### config.mk
export PLATFORM = sky130hd
export DESIGN_NAME = aukv_alu_decode
export DESIGN_NICKNAME = d
export VERILOG_FILES = /design/src/rtl/aukv_pkg.sv /design/src/rtl/aukv_imm_gen.sv /design/src/rtl/aukv_alu_decode.sv
export SDC_FILE = /design/constraint.sdc
export NUM_CORES = 1
export LEC_CHECK = 0
export ABC_AREA = 1
export BUFFER_PORTS_ARGS = -buffer_cell sky130_fd_sc_hd__buf_2
export CORE_MARGIN = 5
export CORE_UTILIZATION = 48
export CTS_BUF_LIST = sky130_fd_sc_hd__clkbuf_16
export CTS_CLUSTER_SIZE = 12
export DETAILED_ROUTE_END_ITERATION = 6
export PLACE_DENSITY = 0.9
export SKIP_CTS_REPAIR_TIMING = 1
export SYNTH_ARGS = -nofsm -noshare
export SYNTH_HDL_FRONTEND = slang
export SYNTH_SLANG_ARGS = --single-unit
### constraint.sdc
create_clock -name i_clk -period 1.9 [get_ports i_clk]
set_clock_uncertainty 0.15 [all_clocks]
set_input_delay 0.19 -clock i_clk [delete_from_list [all_inputs] [get_ports i_clk]]
set_output_delay 0.19 -clock i_clk [all_outputs]
set_load 0.01 [all_outputs]
### src/rtl/aukv_pkg.sv
// Shared decode constants for the aukv ALU decode stage: opcodes, ALU op codes, funct7 forms.
package aukv_pkg;

  localparam logic [6:0] OPC_OP    = 7'b0110011;
  localparam logic [6:0] OPC_OPIMM = 7'b0010011;
  localparam logic [6:0] OPC_LUI   = 7'b0110111;
  localparam logic [6:0] OPC_AUIPC = 7'b0010111;
  localparam logic [6:0] OPC_LOAD  = 7'b0000011;
  localparam logic [6:0] OPC_STORE = 7'b0100011;

  localparam logic [6:0] F7_BASE = 7'b0000000;
  localparam logic [6:0] F7_ALT  = 7'b0100000;

  typedef enum logic [2:0] {
    ALU_ADD = 3'd0,
    ALU_SUB = 3'd1,
    ALU_OR  = 3'd2,
    ALU_AND = 3'd3,
    ALU_XOR = 3'd4,
    ALU_SLL = 3'd5,
    ALU_SRA = 3'd6,
    ALU_SRL = 3'd7
  } alu_op_e;

  // alt selects SUB on funct3 000 and SRA on funct3 101; callers only pass alt for legal forms.
  function automatic alu_op_e f3_to_op(input logic [2:0] f3, input logic alt);
    alu_op_e op;
    case (f3)
      3'b000:  op = alt ? ALU_SUB : ALU_ADD;
      3'b110:  op = ALU_OR;
      3'b111:  op = ALU_AND;
      3'b100:  op = ALU_XOR;
      3'b001:  op = ALU_SLL;
      3'b101:  op = alt ? ALU_SRA : ALU_SRL;
      default: op = ALU_ADD;
    endcase
    return op;
  endfunction

endpackage

### src/rtl/aukv_imm_gen.sv
// Combinational I/S/U immediate extraction with sign extension for the RV32I decode stage.
module aukv_imm_gen (
  input  logic [31:7] i_instr_hi,
  output logic [31:0] o_imm_i,
  output logic [31:0] o_imm_s,
  output logic [31:0] o_imm_u
);

  assign o_imm_i = {{20{i_instr_hi[31]}}, i_instr_hi[31:20]};
  assign o_imm_s = {{20{i_instr_hi[31]}}, i_instr_hi[31:25], i_instr_hi[11:7]};
  assign o_imm_u = {i_instr_hi[31:12], 12'd0};

endmodule

### src/rtl/aukv_alu_decode.sv
// RV32I decode into ALU op/operands, registered in one valid/ready slot.
// Optional macro AUKV_DEC_ILLEGAL_EN enables the registered o_illegal flag.
module aukv_alu_decode
  import aukv_pkg::*;
#(
  parameter int          XLEN     = 32,
  parameter logic [31:0] RESET_PC = 32'd0
) (
  input  logic            i_clk,
  input  logic            i_rstn,
  input  logic            i_valid,
  output logic            o_ready,
  input  logic [31:0]     i_instr,
  input  logic [XLEN-1:0] i_pc,
  input  logic [XLEN-1:0] i_rs1_data,
  input  logic [XLEN-1:0] i_rs2_data,
  input  logic            i_flush,
  output logic            o_valid,
  input  logic            i_ready,
  output logic [2:0]      o_alu_op,
  output logic [XLEN-1:0] o_op_a,
  output logic [XLEN-1:0] o_op_b,
  output logic [4:0]      o_rd_addr,
  output logic            o_rd_we,
  output logic [XLEN-1:0] o_pc,
  output logic            o_illegal
);

  logic [6:0] opcode;
  logic [2:0] funct3;
  logic [6:0] funct7;
  logic [4:0] rd;
  logic       f3_shift;
  logic       f7_ok;

  assign opcode   = i_instr[6:0];
  assign rd       = i_instr[11:7];
  assign funct3   = i_instr[14:12];
  assign funct7   = i_instr[31:25];
  assign f3_shift = (funct3 == 3'b001) || (funct3 == 3'b101);
  assign f7_ok    = (funct7 == F7_BASE) || (funct7 == F7_ALT);

  logic [31:0] imm_i, imm_s, imm_u;

  aukv_imm_gen u_imm_gen (
    .i_instr_hi (i_instr[31:7]),
    .o_imm_i    (imm_i),
    .o_imm_s    (imm_s),
    .o_imm_u    (imm_u)
  );

  logic unsup;

  always_comb begin
    unsup = 1'b0;
    case (opcode)
      OPC_OP: begin
        if (funct3 == 3'b010 || funct3 == 3'b011) unsup = 1'b1;
        if (!f7_ok) unsup = 1'b1;
        if (funct7 == F7_ALT && funct3 != 3'b000 && funct3 != 3'b101) unsup = 1'b1;
      end
      OPC_OPIMM: begin
        if (funct3 == 3'b010 || funct3 == 3'b011) unsup = 1'b1;
        // Only shifts carry a funct7 field; other OP-IMM forms use those bits as immediate.
        if (f3_shift && !f7_ok) unsup = 1'b1;
        if (funct3 == 3'b001 && funct7 == F7_ALT) unsup = 1'b1;
      end
      OPC_LUI, OPC_AUIPC, OPC_LOAD, OPC_STORE: unsup = 1'b0;
      default: unsup = 1'b1;
    endcase
  end

  alu_op_e         dec_op;
  logic [XLEN-1:0] dec_a, dec_b;
  logic            dec_wb;

  always_comb begin
    dec_op = ALU_ADD;
    dec_a  = '0;
    dec_b  = '0;
    dec_wb = 1'b0;
    if (!unsup) begin
      case (opcode)
        OPC_OP: begin
          dec_a  = i_rs1_data;
          // The ALU shifts by the whole operand, so the shift amount is masked here.
          dec_b  = f3_shift ? {{(XLEN-5){1'b0}}, i_rs2_data[4:0]} : i_rs2_data;
          dec_op = f3_to_op(funct3, funct7[5]);
          dec_wb = 1'b1;
        end
        OPC_OPIMM: begin
          dec_a  = i_rs1_data;
          dec_b  = f3_shift ? {{(XLEN-5){1'b0}}, i_instr[24:20]} : imm_i;
          dec_op = f3_to_op(funct3, f3_shift & i_instr[30]);
          dec_wb = 1'b1;
        end
        OPC_LUI: begin
          dec_b  = imm_u;
          dec_wb = 1'b1;
        end
        OPC_AUIPC: begin
          dec_a  = i_pc;
          dec_b  = imm_u;
          dec_wb = 1'b1;
        end
        OPC_LOAD: begin
          dec_a  = i_rs1_data;
          dec_b  = imm_i;
          dec_wb = 1'b1;
        end
        OPC_STORE: begin
          dec_a  = i_rs1_data;
          dec_b  = imm_s;
        end
        default: ;
      endcase
    end
  end

  logic            capture;
  logic            valid_d, valid_q;
  logic [2:0]      op_d, op_q;
  logic [XLEN-1:0] a_d, a_q, b_d, b_q, pc_d, pc_q;
  logic [4:0]      rd_d, rd_q;
  logic            we_d, we_q;

  assign o_ready = ~valid_q | i_ready;
  assign capture = i_valid & o_ready;

  always_comb begin
    valid_d = valid_q;
    if (i_flush)      valid_d = 1'b0;
    else if (capture) valid_d = 1'b1;
    else if (i_ready) valid_d = 1'b0;
    op_d = op_q;
    a_d  = a_q;
    b_d  = b_q;
    rd_d = rd_q;
    we_d = we_q;
    pc_d = pc_q;
    if (capture) begin
      op_d = dec_op;
      a_d  = dec_a;
      b_d  = dec_b;
      rd_d = rd;
      we_d = dec_wb & (rd != 5'd0);
      pc_d = i_pc;
    end
  end

  always_ff @(posedge i_clk or negedge i_rstn) begin
    if (!i_rstn) begin
      valid_q <= 1'b0;
      op_q    <= ALU_ADD;
      a_q     <= '0;
      b_q     <= '0;
      rd_q    <= '0;
      we_q    <= 1'b0;
      pc_q    <= RESET_PC[XLEN-1:0];
    end else begin
      valid_q <= valid_d;
      op_q    <= op_d;
      a_q     <= a_d;
      b_q     <= b_d;
      rd_q    <= rd_d;
      we_q    <= we_d;
      pc_q    <= pc_d;
    end
  end

  assign o_valid   = valid_q;
  assign o_alu_op  = op_q;
  assign o_op_a    = a_q;
  assign o_op_b    = b_q;
  assign o_rd_addr = rd_q;
  assign o_rd_we   = we_q;
  assign o_pc      = pc_q;

`ifdef AUKV_DEC_ILLEGAL_EN
  logic ill_d, ill_q;

  always_comb begin
    ill_d = ill_q;
    if (capture) ill_d = unsup;
  end

  always_ff @(posedge i_clk or negedge i_rstn) begin
    if (!i_rstn) ill_q <= 1'b0;
    else         ill_q <= ill_d;
  end

  assign o_illegal = ill_q;
`else
  assign o_illegal = 1'b0;
`endif

endmodule
Word level (Yosys, flattened, before mapping)
Cells that the tools add are included.
- register bits: 106
- logic and storage cells: 69
- output and inout bits: 108
- input bits: 133
- equality and inequality tests: 15
- multiplexer cells: 25
- bitwise operators: 5
- reductions and logical operators: 17
- operators with widths (kind ; number):
    $pmux 32 s5 ; 1
    $mux 32 ; 4
    $pmux 32 s2 ; 1
    $pmux 3 s6 ; 2
    $eq 7x6->1 const B ; 4
    $eq 7x5->1 const B ; 2
    $mux 1 ; 14
    $eq 3x3->1 const B ; 4
    $reduce_or 4->1 ; 2
    $eq 7x2->1 const B ; 1
    $logic_not 7->1 ; 1
    $eq 3x2->1 const B ; 2
    $pmux 3 s2 ; 1
    $reduce_bool 3->1 ; 2
    $reduce_bool 5->1 ; 1
    $reduce_or 5->1 ; 1
    $logic_and 1x1->1 ; 4
    $and 1x1->1 ; 3
    $eq 3x1->1 const B ; 1
    $logic_not 3->1 ; 1
    $logic_or 1x1->1 ; 3
    $mux 3 ; 1
    $ne 3x3->1 const B ; 1
    $pmux 1 s3 ; 1
    other kinds (4) ; 4

Longest topological paths before layout
Gate-level depths: netlist (run 1).
- word-level depth: 9
- mapped depth: 11
- mapped depth without buffers: 9

Modules after synthesis
From an unflattened synthesis (run 1), not the netlist that was laid out.
- cells, all modules: 975
- area, all modules: 6711.4 sq um
- modules (own cells, without submodules) (module ; cells an instance ; instances ; sequential area each (sq um) ; area an instance (sq um)):
    aukv_alu_decode ; 878 ; 1 ; 2652.5 ; 5987.0
    aukv_imm_gen ; 97 ; 1 ; 0.0 ; 724.4

Worst setup path before layout (run 1)
OpenSTA, ideal clock, no wires.
- kind: register to register
- from: reg valid_q, in the netlist o_valid
- to: reg pc_q[10], in the netlist o_pc[10]
- data arrival time: 1343 ps
- period minus slack after synthesis: 1576 ps
- slack: 324 ps
- stages on the path, launching flop included: 7
- buffers on the path: 2
- setup time: 83 ps
- path through: dfrtp_1 nand2_1 nand2_1 clkbuf_1 clkbuf_1 nand2_1 o21ai_0
- word-level cells in the longest chain between the ends: 3
- RTL lines (what ; line ; text):
    start: declaration ; aukv_alu_decode.sv:121 ; logic valid_d, valid_q;
    start signal: assignment ; aukv_alu_decode.sv:161 ; valid_q <= valid_d;
    $not 1->1 ; aukv_alu_decode.sv:127 ; assign o_ready = ~valid_q | i_ready;
    $or 1x1->1 ; aukv_alu_decode.sv:127 ;
    via o_ready ; aukv_alu_decode.sv:12 ; output logic o_ready,
    $and 1x1->1 ; aukv_alu_decode.sv:128 ; assign capture = i_valid & o_ready;
    end signal: assignment ; aukv_alu_decode.sv:159 ; pc_q <= RESET_PC[XLEN-1:0];
    end signal: assignment ; aukv_alu_decode.sv:167 ; pc_q <= pc_d;
    end: declaration ; aukv_alu_decode.sv:123 ; logic [XLEN-1:0] a_d, a_q, b_d, b_q, pc_d, pc_q;
The timed path passes the listed nets, and every way through them passes these cells.
A chain may end at the register's enable or synchronous reset.

Final worst setup path (run 1)
- from: reg valid_q, in the netlist o_valid
- to: reg b_q[30], in the netlist o_op_b[30]
- word-level cells in the longest chain between the ends: 3
- RTL lines (what ; line ; text):
    $not 1->1 ; aukv_alu_decode.sv:127 ;
    $or 1x1->1 ; aukv_alu_decode.sv:127 ;
    $and 1x1->1 ; aukv_alu_decode.sv:128 ;
    end signal: assignment ; aukv_alu_decode.sv:156 ; b_q <= '0;
    end signal: assignment ; aukv_alu_decode.sv:164 ; b_q <= b_d;
    end: declaration ; aukv_alu_decode.sv:123 ;
No other way between the ends.

==> key figures, run 1 <==
Route
  • DR pass1 iterations: 6
  • Starting DRC count in detailed routing: 680
  • Vias per cell: 5.420
  • DR WL/cell: 16.32 um
  • Post-route DRC violation count: 0
  • Detailed-route via count: 6,369
  • Post-DRT Antenna Nets: 0
  • Total wire length: 19,180 um

Timing
  • Final worst path period need: 1.648 ns
  • Final worst-path cycle share: 86.75%
  • Max Fclk: 606.7 MHz
  • Final Max Slew Viols: 0
  • Worst slew pin tran: 0.5118 ns
  • Final setup violation count: 0
  • Final Hold Fails: 9
  • Total negative slack: 0 ns
  • RSZ-0062 raised after global routing: no
  • Max-slew headroom: 65.62%
  • Fin Hold WS: -0.03218 ns

Floorplan
  • FP Rows: 39
  • Initial core utilization: 49.22%
  • Chip height: 118.7 um
  • Die W: 118.7 um
  • Core area: 11,520 um2
  • Die area: 14,080 um2
  • Ports: 241

Synth
  • Syn nets: 921
  • Synth unique cells: 21
  • Post-synth top area cell: dfrtp_1
  • Top FF cell, synth: dfrtp_1
  • YS warnings: 0
  • Cell count after synthesis: 788
  • Seq cells post-synth: 106
  • Mapped Area: 5668 um2
  • Count leader, synth: nand2_1
  • Yosys top cell area share: 46.80%
  • Number of synthesized flops with an enable pin: 0
  • Synth area leaders: dfrtp_1 47%, nand2_1 20%, nand4_1 8.5%, o21ai_0 5.8%, inv_1 4.9%
  • Commonest cells in the netlist: 302 x nand2_1, 106 x dfrtp_1, 77 x nand4_1
  • Avg Cell Area, Syn: 7.193 um2
  • Async SR Flop Fraction: 100.0%
  • Register area share after synthesis: 46.80%

CTS
  • Clock tree buffer depth: 2
  • CTS root buf: clkbuf_16
  • Clock Latency Late Sink: 0.34 ns
  • CTS tree: yes
  • Num CTS Buffers: 9
  • CTS Sinks: 106
  • Clock slew at reported path FFs: 0.08 ns
  • Htree depth: 3

Critical path
  • Worst path cell trace: nand2_1 -> nand2_4 -> inv_2 -> buf_12 -> nand4_1 -> nand2_1
  • Delay-heaviest family, CP: buffers and inverters
  • Startpoint of the worst register-to-register path: o_valid$_DFFE_PN0P_
  • Required @ worst endpoint: 2.03 ns
  • R2R Setup Slk: 0.25 ns
  • WP data arrival: 1.78 ns
  • FF-to-FF path depth: 6
  • Crit path depth: 6
  • WP buf/inv: 2
  • Setup crit end kind: flip-flop
  • R2R Path End: o_op_b[30]$_DFFE_PN0P_
  • Top cell by count, worst path: nand2_1
  • Critical path class: flip-flop to flip-flop
  • Setup crit start kind: flip-flop
  • Slowest-stage cell, CP: dfrtp_1
  • Critical Path Start: o_valid$_DFFE_PN0P_
  • Crit-path max cell delay: 0.40 ns
  • Crit path max fanout: 42

Final layout
  • Area of the multi-input gates: 2446 um2
  • Filler cells: 952
  • Final core occ: 65.61%
  • Post-Layout Cell Count: 1,175
  • Non-Filler Cell Area, Final: 7556 um2
  • Layout cell share with drive strength beyond 1: 28.42%
  • Sequential cell area: 2653 um2
  • Final #Nets: 1,159
  • Area grow syn2layout: 33.31%

Placed design
  • DP HPWL: 13,280 um
  • Post-DP Area: 7033 um2
  • Port Buffer Count: 239
  • Routability cong.: 0.8955
  • Placed cell count: 1,136

Run
  • Max cap viols: 0

Hold path
  • WHS Path Cells: 3
  • Hold crit path type: input pin to flip-flop
  • WHS Endpoint: o_pc[27]$_DFFE_PN0P_
  • Hold Startpoint: i_pc[27]

Power and ir drop
  • Net Switching: 1.372 mW
  • PD cells: 668.4 nW/um2
  • Int Power: 3.678 mW
  • Comb power frac: 15.0%
  • Clock power frac: 37.6%
  • Peak VDD IR: 0.3731 mV
  • Sequential Power Share: 47.4%
  • Switching part of the total: 27.17%
  • Leakage power: 4.523 nW

GRT
  • Vias in the first global route: 6,079
  • Global Route Usage Sum: 25.79%
  • Largest net degree at the start of global routing: 98
  • First-pass GRT wire length: 30,070 um
  • Initial antenna violation count: 0
  • Gr ovfl total: 0

Status
  • Failing checks: hold timing
  • Outcome: complete, but fails checks
layout by cell type (no fill, tap or decap), types with 9 or more instances in the layout:
| cell | netlist | final |
|---|---|---|
| buf_2 | 14 | 238 |
| buf_4 | 4 | 16 |
| clkbuf_16 | 0 | 9 |
| dfrtp_1 | 106 | 106 |
| dlygate4sd3_1 | 0 | 22 |
| inv_1 | 74 | 74 |
| nand2_1 | 302 | 301 |
| nand3_1 | 55 | 55 |
| nand4_1 | 77 | 77 |
| nor2_1 | 29 | 29 |
| o21ai_0 | 66 | 66 |
registers in the layout (all words and copies together) (netlist names):
| signal | cells |
|---|---|
| o_alu_op | 3 |
| o_op_b | 32 |
| o_op_a | 32 |
| o_rd_we | 1 |
| o_valid | 1 |
| o_pc | 32 |
| o_rd_addr | 5 |
tightest hold or removal path, delay by kind of cell:
kind,cells,cell delay [ns]
AOI/OAI and AO/OA,1,0.08
buffers and inverters,2,0.15
worst max path at each step:
stage	end	slack, ns
after CTS	o_op_b[30]$_DFFE_PN0P_	0.28
after global placement	o_op_b[27]$_DFFE_PN0P_	0.12
final	o_op_b[30]$_DFFE_PN0P_	0.25
after global routing	o_op_b[30]$_DFFE_PN0P_	0.15
after floorplan	o_pc[10]$_DFFE_PN0P_	0.32
after detailed placement	o_op_b[21]$_DFFE_PN0P_	0.07
cell families after synthesis:
family,after synthesis,synth area share [%]
buffers and inverters,137,10.31
DFF,106,46.80
and+or+nand+nor,473,36.36
AOI/OAI and AO/OA,71,6.468
other,1,0.06616
power by group through the flow:
| stage | logic [mW] | registers (mW) | clock network (mW) |
|---|---|---|---|
| global placement | 0.703 | 2.43 | 0 |
| detailed placement | 0.714 | 2.43 | 0 |
| global route | 0.828 | 2.40 | 2.03 |
| CTS | 0.719 | 2.39 | 1.94 |
| finish | 0.759 | 2.39 | 1.90 |
| floorplan | 0.258 | 2.48 | 0 |
metal layers:
| layer | part of all wire [%] | GRT usage, % | wire length (um) |
|---|---|---|---|
| met5 | 0 | 0 | 0 |
| met4 | 2.8 | 10.28 | 541 |
| met3 | 9.5 | 4.871 | 1830 |
| met2 | 49 | 43.13 | 9395 |
| met1 | 39 | 33.12 | 7409 |
area by class of cell:
class | count | area share (%)
diodes | 1 | 0.03312
well taps | 143 | 2.368
clock buffers | 9 | 2.981
repair buffers | 283 | 22.12
multi-input cells | 545 | 32.37
flip-flops and latches | 106 | 35.11
clock inverters | 7 | 0.9935
inverters | 81 | 4.024
metrics by stage:
| stage | power, mW | setup slack [ns] |
|---|---|---|
| final | 5.050 | 0.2518 |
| after global routing | 5.262 | 0.1465 |
| after CTS | 5.044 | 0.2804 |
| after detailed placement | 3.147 | 0.06946 |
| after global placement | 3.132 | 0.1166 |
| after floorplan | 2.740 | 0.3243 |
No activity file was read; power rests on OpenSTA's default activity.
==> run 2: changes to the inputs <==
- CORE_ASPECT_RATIO: not set -> 0.5
- CORE_UTILIZATION: 48 -> 35
- CTS_CLUSTER_DIAMETER: not set -> 100
- PLACE_DENSITY: 0.9 -> 0.72
==> key figures, run 2 (synthesized netlist as in run 1, its figures left out) <==
Power and ir drop
  • Overall power: 4.937 mW (-2.3%)
  • Leakage power: 4.534 nW (+0.24%)
  • Peak VDD IR: 0.3649 mV (-2.2%)
  • PD cells: 645.5 nW/um2 (-3.4%)

Placed design
  • Routability cong.: 0.8855 (-1.1%)
  • Port Buffer Count: 239 (unchanged)
  • DP HPWL: 14,260 um (+7.4%)
  • Placed cell count: 1,217 (+7.1%)

CTS
  • Clock slew at reported path FFs: 0.06 ns (-0.02 ns)
  • CTS Sinks: 106 (unchanged)
  • CTS tree: yes
  • Htree depth: 3 (unchanged)
  • CTS root buf: clkbuf_16
  • Clock Latency Late Sink: 0.33 ns (about the same)
  • Num CTS Buffers: 9 (unchanged)
  • Clock tree buffer depth: 2 (unchanged)

Final layout
  • Area of the multi-input gates: 2446 um2 (unchanged)
  • Most common cell after layout, fill and taps aside: nand2_1
  • Antenna cells: 0 (-1)
  • Sequential cell area: 2653 um2 (unchanged)
  • Final core occ: 48.85% (-17 points)
  • Final #Nets: 1,162 (+0.26%)
  • Post-Layout Cell Count: 1,253 (+6.6%)
  • Filler cells: 1,560 (+64%)
  • Area grow syn2layout: 34.92%
  • Commonest non-fill, non-tap cells in the layout: 301 x nand2_1, 238 x buf_2, 106 x dfrtp_1
  • Layout cell share with drive strength beyond 1: 28.29% (-0.12 points)

Route
  • Metal1 wirelength: 8381 um (+13%)
  • DR pass1 iterations: 5 (-1)
  • Starting DRC count in detailed routing: 380 (-44%)
  • Detailed-route via count: 6,229 (-2.2%)
  • Vias per cell: 4.971 (-8.3%)
  • WL met2: 9466 um (+0.76%)
  • DR WL/cell: 15.71 um (-3.7%)
  • Met3 WL post-DR: 1269 um (-31%)
  • Post-route DRC violation count: 0 (unchanged)
  • Total wire length: 19,690 um (+2.7%)
  • Post-DRT Antenna Nets: 0 (unchanged)
  • Uppermost routed layer: met5

Timing
  • RSZ-0062 raised after global routing: no
  • Worst slew pin tran: 0.6138 ns (+0.1020 ns)
  • Final Max Slew Viols: 0 (unchanged)
  • Final worst-path cycle share: 84.81% (-1.9 points)
  • Total negative slack: 0 ns (unchanged)
  • Final Hold Fails: 7 (-2)
  • Max-slew headroom: 59.08% (-6.5 points)
  • Max Fclk: 620.6 MHz (+2.3%)
  • Final worst path period need: 1.611 ns (-0.03692 ns)
  • Fin Hold WS: -0.01937 ns (+0.01282 ns)
  • Final setup violation count: 0 (unchanged)

Status
  • Outcome: complete, but fails checks
  • Failing checks: hold timing

Floorplan
  • Die area: 18,990 um2 (+35%)
  • Ports: 241 (unchanged)
  • Die W: 190.0 um (+60%)
  • FP Rows: 32 (-18%)
  • Core area: 15,660 um2 (+36%)
  • Initial core utilization: 36.21% (-13 points)
  • Chip height: 99.99 um (-16%)

Critical path
  • Setup crit start kind: flip-flop
  • Startpoint of the worst register-to-register path: o_valid$_DFFE_PN0P_
  • Crit path max fanout: 21 (-50%)
  • Crit-path max cell delay: 0.37 ns (-0.03 ns)
  • WP data arrival: 1.74 ns (-0.04 ns)
  • Slowest-stage cell, CP: dfrtp_1
  • Top cell by count, worst path: nand2_1
  • Delay-heaviest family, CP: simple AND/OR/NAND/NOR gates
  • Setup crit end kind: flip-flop
  • Critical Path Start: o_valid$_DFFE_PN0P_
  • Critical path class: flip-flop to flip-flop
  • Worst path cell trace: nand2_1 -> nand2_4 -> inv_2 -> buf_4 -> nand2_1 -> nor2_1 -> a21oi_1 -> nand2_1
  • Required @ worst endpoint: 2.02 ns (about the same)
  • WP buf/inv: 2 (unchanged)

GRT
  • Largest net degree at the start of global routing: 101 (+3.1%)
  • Initial antenna violation count: 2 (+2)
  • Gr ovfl total: 0 (unchanged)
  • Vias in the first global route: 5,984 (-1.6%)
  • Global Route Usage Sum: 19.77% (-6.0 points)
  • First-pass GRT wire length: 30,690 um (+2.1%)

Hold path
  • Hold crit path type: input pin to flip-flop
  • Hold Startpoint: i_pc[29]

Run
  • Max cap viols: 0 (unchanged)
==> run 2: per-stage QoR <==
stage                     area (um2)  setup slack [ns]
after floorplan                 5668            0.3243
after global placement          7153           0.09039
after detailed placement        7153          -0.02632
after CTS                       7427            0.2809
after global routing            7647            0.1419
final                           7647            0.2887
==> run 2: path summary, 6_finish.rpt <==
path                            cells after the start                endpoint  slack [ns]
worst max-delay path                                8  o_op_a[31]$_DFFE_PN0P_        0.29
worst min-delay path                                3    o_pc[29]$_DFFE_PN0P_       -0.02
worst max register to register                      8  o_op_a[31]$_DFFE_PN0P_        0.29
worst min register to register                      2  o_op_a[10]$_DFFE_PN0P_        0.33
max in group asynchronous                           3   o_op_a[0]$_DFFE_PN0P_        0.73
min in group asynchronous                           2  o_op_b[22]$_DFFE_PN0P_        0.06
==> run 2: report_power, final <==
group | internal [mW] | switching, mW | total, mW
clock | 0.995 | 0.793 | 1.79
combinational | 0.298 | 0.455 | 0.753
sequential | 2.35 | 0.0493 | 2.40
==> run 2: worst min-delay path, stage by stage <==
cell     delay [ns]
buf_2          0.10
inv_1          0.05
o21ai_0        0.08
==> run 2: per-layer routing <==
layer	up-vias	global-route usage, %
li1	3015	-
met1	2914	25.75
met2	248	32.87
met3	48	4.309
met4	4	7.000
met5	-	0
==> run 2: layout make-up <==
type,count,share of cell area [%]
flip-flops and latches,106,34.69
multi-input cells,545,31.99
repair buffers,286,22.15
inverters,81,3.976
well taps,221,3.616
clock buffers,9,2.945
clock inverters,5,0.6381
==> run 3: changes to the inputs <==
- ABC_AREA: 1 -> 0
- PLACE_DENSITY: 0.72 -> 0.74
- clock period: 1.9 -> 1.7 ns (I/O delays scaled with it)
==> key figures, run 3 <==
Critical path
  • Setup crit start kind: flip-flop
  • R2R Setup Slk: -0.006 ns (-0.29 ns)
  • Setup crit end kind: flip-flop
  • WP data arrival: 1.80 ns (+0.06 ns)
  • Slowest-stage cell, CP: dfrtp_1
  • Crit path max fanout: 5 (-76%)
  • Required @ worst endpoint: 1.79 ns (-0.23 ns)
  • Crit-path max cell delay: 0.41 ns (+0.04 ns)
  • Worst path cell trace: nand2b_4 -> and2_4 -> nand3_4 -> a41o_4 -> buf_12 -> o41ai_4
  • Critical path class: flip-flop to flip-flop

Route
  • Post-DRT Antenna Nets: 0 (unchanged)
  • Detailed-route via count: 5,247 (-16%)
  • Post-route DRC violation count: 0 (unchanged)
  • Total wire length: 17,730 um (-10%)
  • Starting DRC count in detailed routing: 406 (+6.8%)
  • DR pass1 iterations: 6 (+1)
  • DR WL/cell: 17.64 um (+12%)
  • Vias per cell: 5.221 (+5.0%)

Floorplan
  • Core area: 13,480 um2 (-14%)
  • Ports: 241 (unchanged)
  • Initial core utilization: 35.54% (-0.66 points)
  • Die W: 175.4 um (-7.6%)
  • FP Rows: 30 (-6.3%)
  • Chip height: 92.72 um (-7.3%)
  • Die area: 16,270 um2 (-14%)

Power and ir drop
  • Switching part of the total: 26.16% (-0.12 points)
  • Peak VDD IR: 0.4664 mV (+28%)
  • Net Switching: 1.549 mW (+19%)
  • Leakage power: 3.875 nW (-15%)
  • Int Power: 4.372 mW (+20%)
  • Comb power frac: 15.6% (+0.4 points)
  • PD cells: 791.7 nW/um2 (+23%)
  • Sequential Power Share: 45.2% (-3.3 points)
  • Clock power frac: 39.1% (+2.9 points)
  • Overall power: 5.921 mW (+20%)

Final layout
  • Antenna cells: 0 (unchanged)
  • Final #Nets: 957 (-18%)
  • Area grow syn2layout: 56.14%
  • Non-Filler Cell Area, Final: 7478 um2 (-2.2%)
  • Layout cell share with drive strength beyond 1: 38.84% (+11 points)
  • Most common cell after layout, fill and taps aside: buf_2
  • Commonest non-fill, non-tap cells in the layout: 238 x buf_2, 177 x nand2_1, 106 x dfrtp_1

Placed design
  • Setup WS pre-CTS: -0.2860 ns (-0.2597 ns)
  • Port Buffer Count: 239 (unchanged)
  • DP HPWL: 12,390 um (-13%)
  • Routability cong.: 0.8904 (+0.55%)
  • Post-DP Area: 6533 um2 (-8.7%)

Synth
  • Count leader, synth: nand2_1
  • Yosys top cell area share: 55.38% (+8.6 points)
  • Async SR Flop Fraction: 100.0% (unchanged)
  • Top FF cell, synth: dfrtp_1
  • Number of synthesized flops with an enable pin: 0 (unchanged)
  • Avg Cell Area, Syn: 9.447 um2 (+31%)
  • Post-synth top area cell: dfrtp_1
  • Synth unique cells: 46 (+120%)
  • Mapped Area: 4790 um2 (-15%)
  • Syn nets: 640 (-31%)
  • Seq cells post-synth: 106 (unchanged)
  • Synth area leaders: dfrtp_1 55%, nand2_1 14%, a22oi_1 6.0%, o21ai_0 4.9%, a221oi_1 3.3%
  • YS warnings: 0 (unchanged)
  • Cell count after synthesis: 507 (-36%)
  • Register area share after synthesis: 55.38% (+8.6 points)
  • Commonest cells in the netlist: 178 x nand2_1, 106 x dfrtp_1, 47 x o21ai_0

Timing
  • Final worst path period need: 1.706 ns (+0.09422 ns)
  • Total negative slack: -0.005527 ns (-0.005527 ns)
  • Setup WS post-layout: -0.005527 ns (-0.2942 ns)
  • Final Hold Fails: 16 (+9)
  • Fin Hold WS: -0.02856 ns (-0.009198 ns)
  • Max-slew headroom: 58.88% (-0.20 points)
  • Worst slew pin tran: 0.6168 ns (+0.002959 ns)
  • Final Max Slew Viols: 0 (unchanged)
  • Final setup violation count: 1 (+1)
  • RSZ-0062 raised after global routing: yes
  • Final worst-path cycle share: 100.3% (+16 points)
  • Max Fclk: 586.3 MHz (-5.5%)

CTS
  • Num CTS Buffers: 9 (unchanged)
  • Clock slew at reported path FFs: 0.08 ns (+0.02 ns)
  • CTS Sinks: 106 (unchanged)
  • Clock Latency Late Sink: 0.33 ns (about the same)
  • CTS root buf: clkbuf_16
  • CTS tree: yes
  • Clock tree buffer depth: 2 (unchanged)
  • Htree depth: 3 (unchanged)

GRT
  • Gr ovfl total: 0 (unchanged)
  • Global Route Usage Sum: 19.68% (-0.091 points)
  • Vias in the first global route: 4,989 (-17%)
  • Initial antenna violation count: 0 (-2)
  • Largest net degree at the start of global routing: 107 (+5.9%)
  • First-pass GRT wire length: 25,770 um (-16%)

Status
  • Failing checks: hold timing, setup timing
  • Outcome: complete, but fails checks

Run
  • Max cap viols: 0 (unchanged)

Hold path
  • Hold crit path type: input pin to flip-flop
==> run 3: cell count changes after synthesis, sizes merged, moves of 7 or more <==
cell,previous run,this run
o21ai,66,54
a221oi,0,18
nand3,55,1
a21oi,2,9
nor2,33,9
inv,81,5
buf,28,10
nand2,306,178
a22oi,0,38
o31ai,0,8
nand4,77,1
==> run 3: power groups by stage <==
| stage | sequential (mW) | clock [mW] | combinational, mW |
|---|---|---|---|
| after floorplan | 2.77 | 0 | 0.251 |
| after global placement | 2.72 | 0 | 0.794 |
| after detailed placement | 2.73 | 0 | 0.809 |
| after CTS | 2.68 | 2.37 | 0.810 |
| after global routing | 2.69 | 2.48 | 1.00 |
| final | 2.68 | 2.32 | 0.926 |
==> run 3: cells by family after synthesis <==
kind of cell	count (synthesis)	synth area share, %
AND/OR/NAND/NOR	204	17.79
AO/OA/AOI/OAI	147	21.53
flip-flops	106	55.38
buffers and inverters	43	3.997
multiplexers	5	1.045
XOR/XNOR	1	0.1829
other	1	0.07829
==> run 3: final cells by class <==
class | instances | area [um2]
Inverter | 5 | 18.77
Clock buffer | 9 | 225.2
Fill cell | 1193 | 5997
Timing Repair Buffer | 343 | 2240
Tap cell | 176 | 220.2
Sequential cell | 106 | 2653
Multi-Input combinational cell | 359 | 2016
Clock inverter | 7 | 106.4
==> run 3: worst paths after layout <==
check,from,endpoint,depth (start not counted)
worst min register to register,o_pc[20]$_DFFE_PN0P_,o_pc[20]$_DFFE_PN0P_,2
worst min-delay path,i_instr[18],o_op_b[18]$_DFFE_PN0P_,3
min in group asynchronous,i_rstn,o_op_b[9]$_DFFE_PN0P_,3
worst max register to register,o_valid$_DFFE_PN0P_,o_alu_op[1]$_DFFE_PN0P_,6
worst max-delay path,o_valid$_DFFE_PN0P_,o_alu_op[1]$_DFFE_PN0P_,6
max in group asynchronous,i_rstn,o_pc[14]$_DFFE_PN0P_,3
==> run 3: layer usage <==
metal,track usage [%],share of wire [%],vias to the layer above
li1,-,-,2417
met1,24.29,39,2534
met2,35.44,51,230
met3,3.385,5.3,66
met4,6.226,4.3,0
met5,0,0,-
==> run 3: critical path: cells and delay by family, from the launching register on <==
family | cells | cell delay (ns)
and+or+nand+nor | 3 | 0.33
buffers and inverters | 1 | 0.14
DFF | 1 | 0.41
AOI/OAI and AO/OA | 2 | 0.58
==> run 3: metrics by stage <==
step / cells / util (%)
6_report: 1005 / 55.50
5_1_grt: 1005 / 55.50
4_1_cts: 947 / 50.94
3_5_place_dp: 931 / 48.48
3_3_place_gp: 931 / 48.48
2_1_floorplan: 507 / -
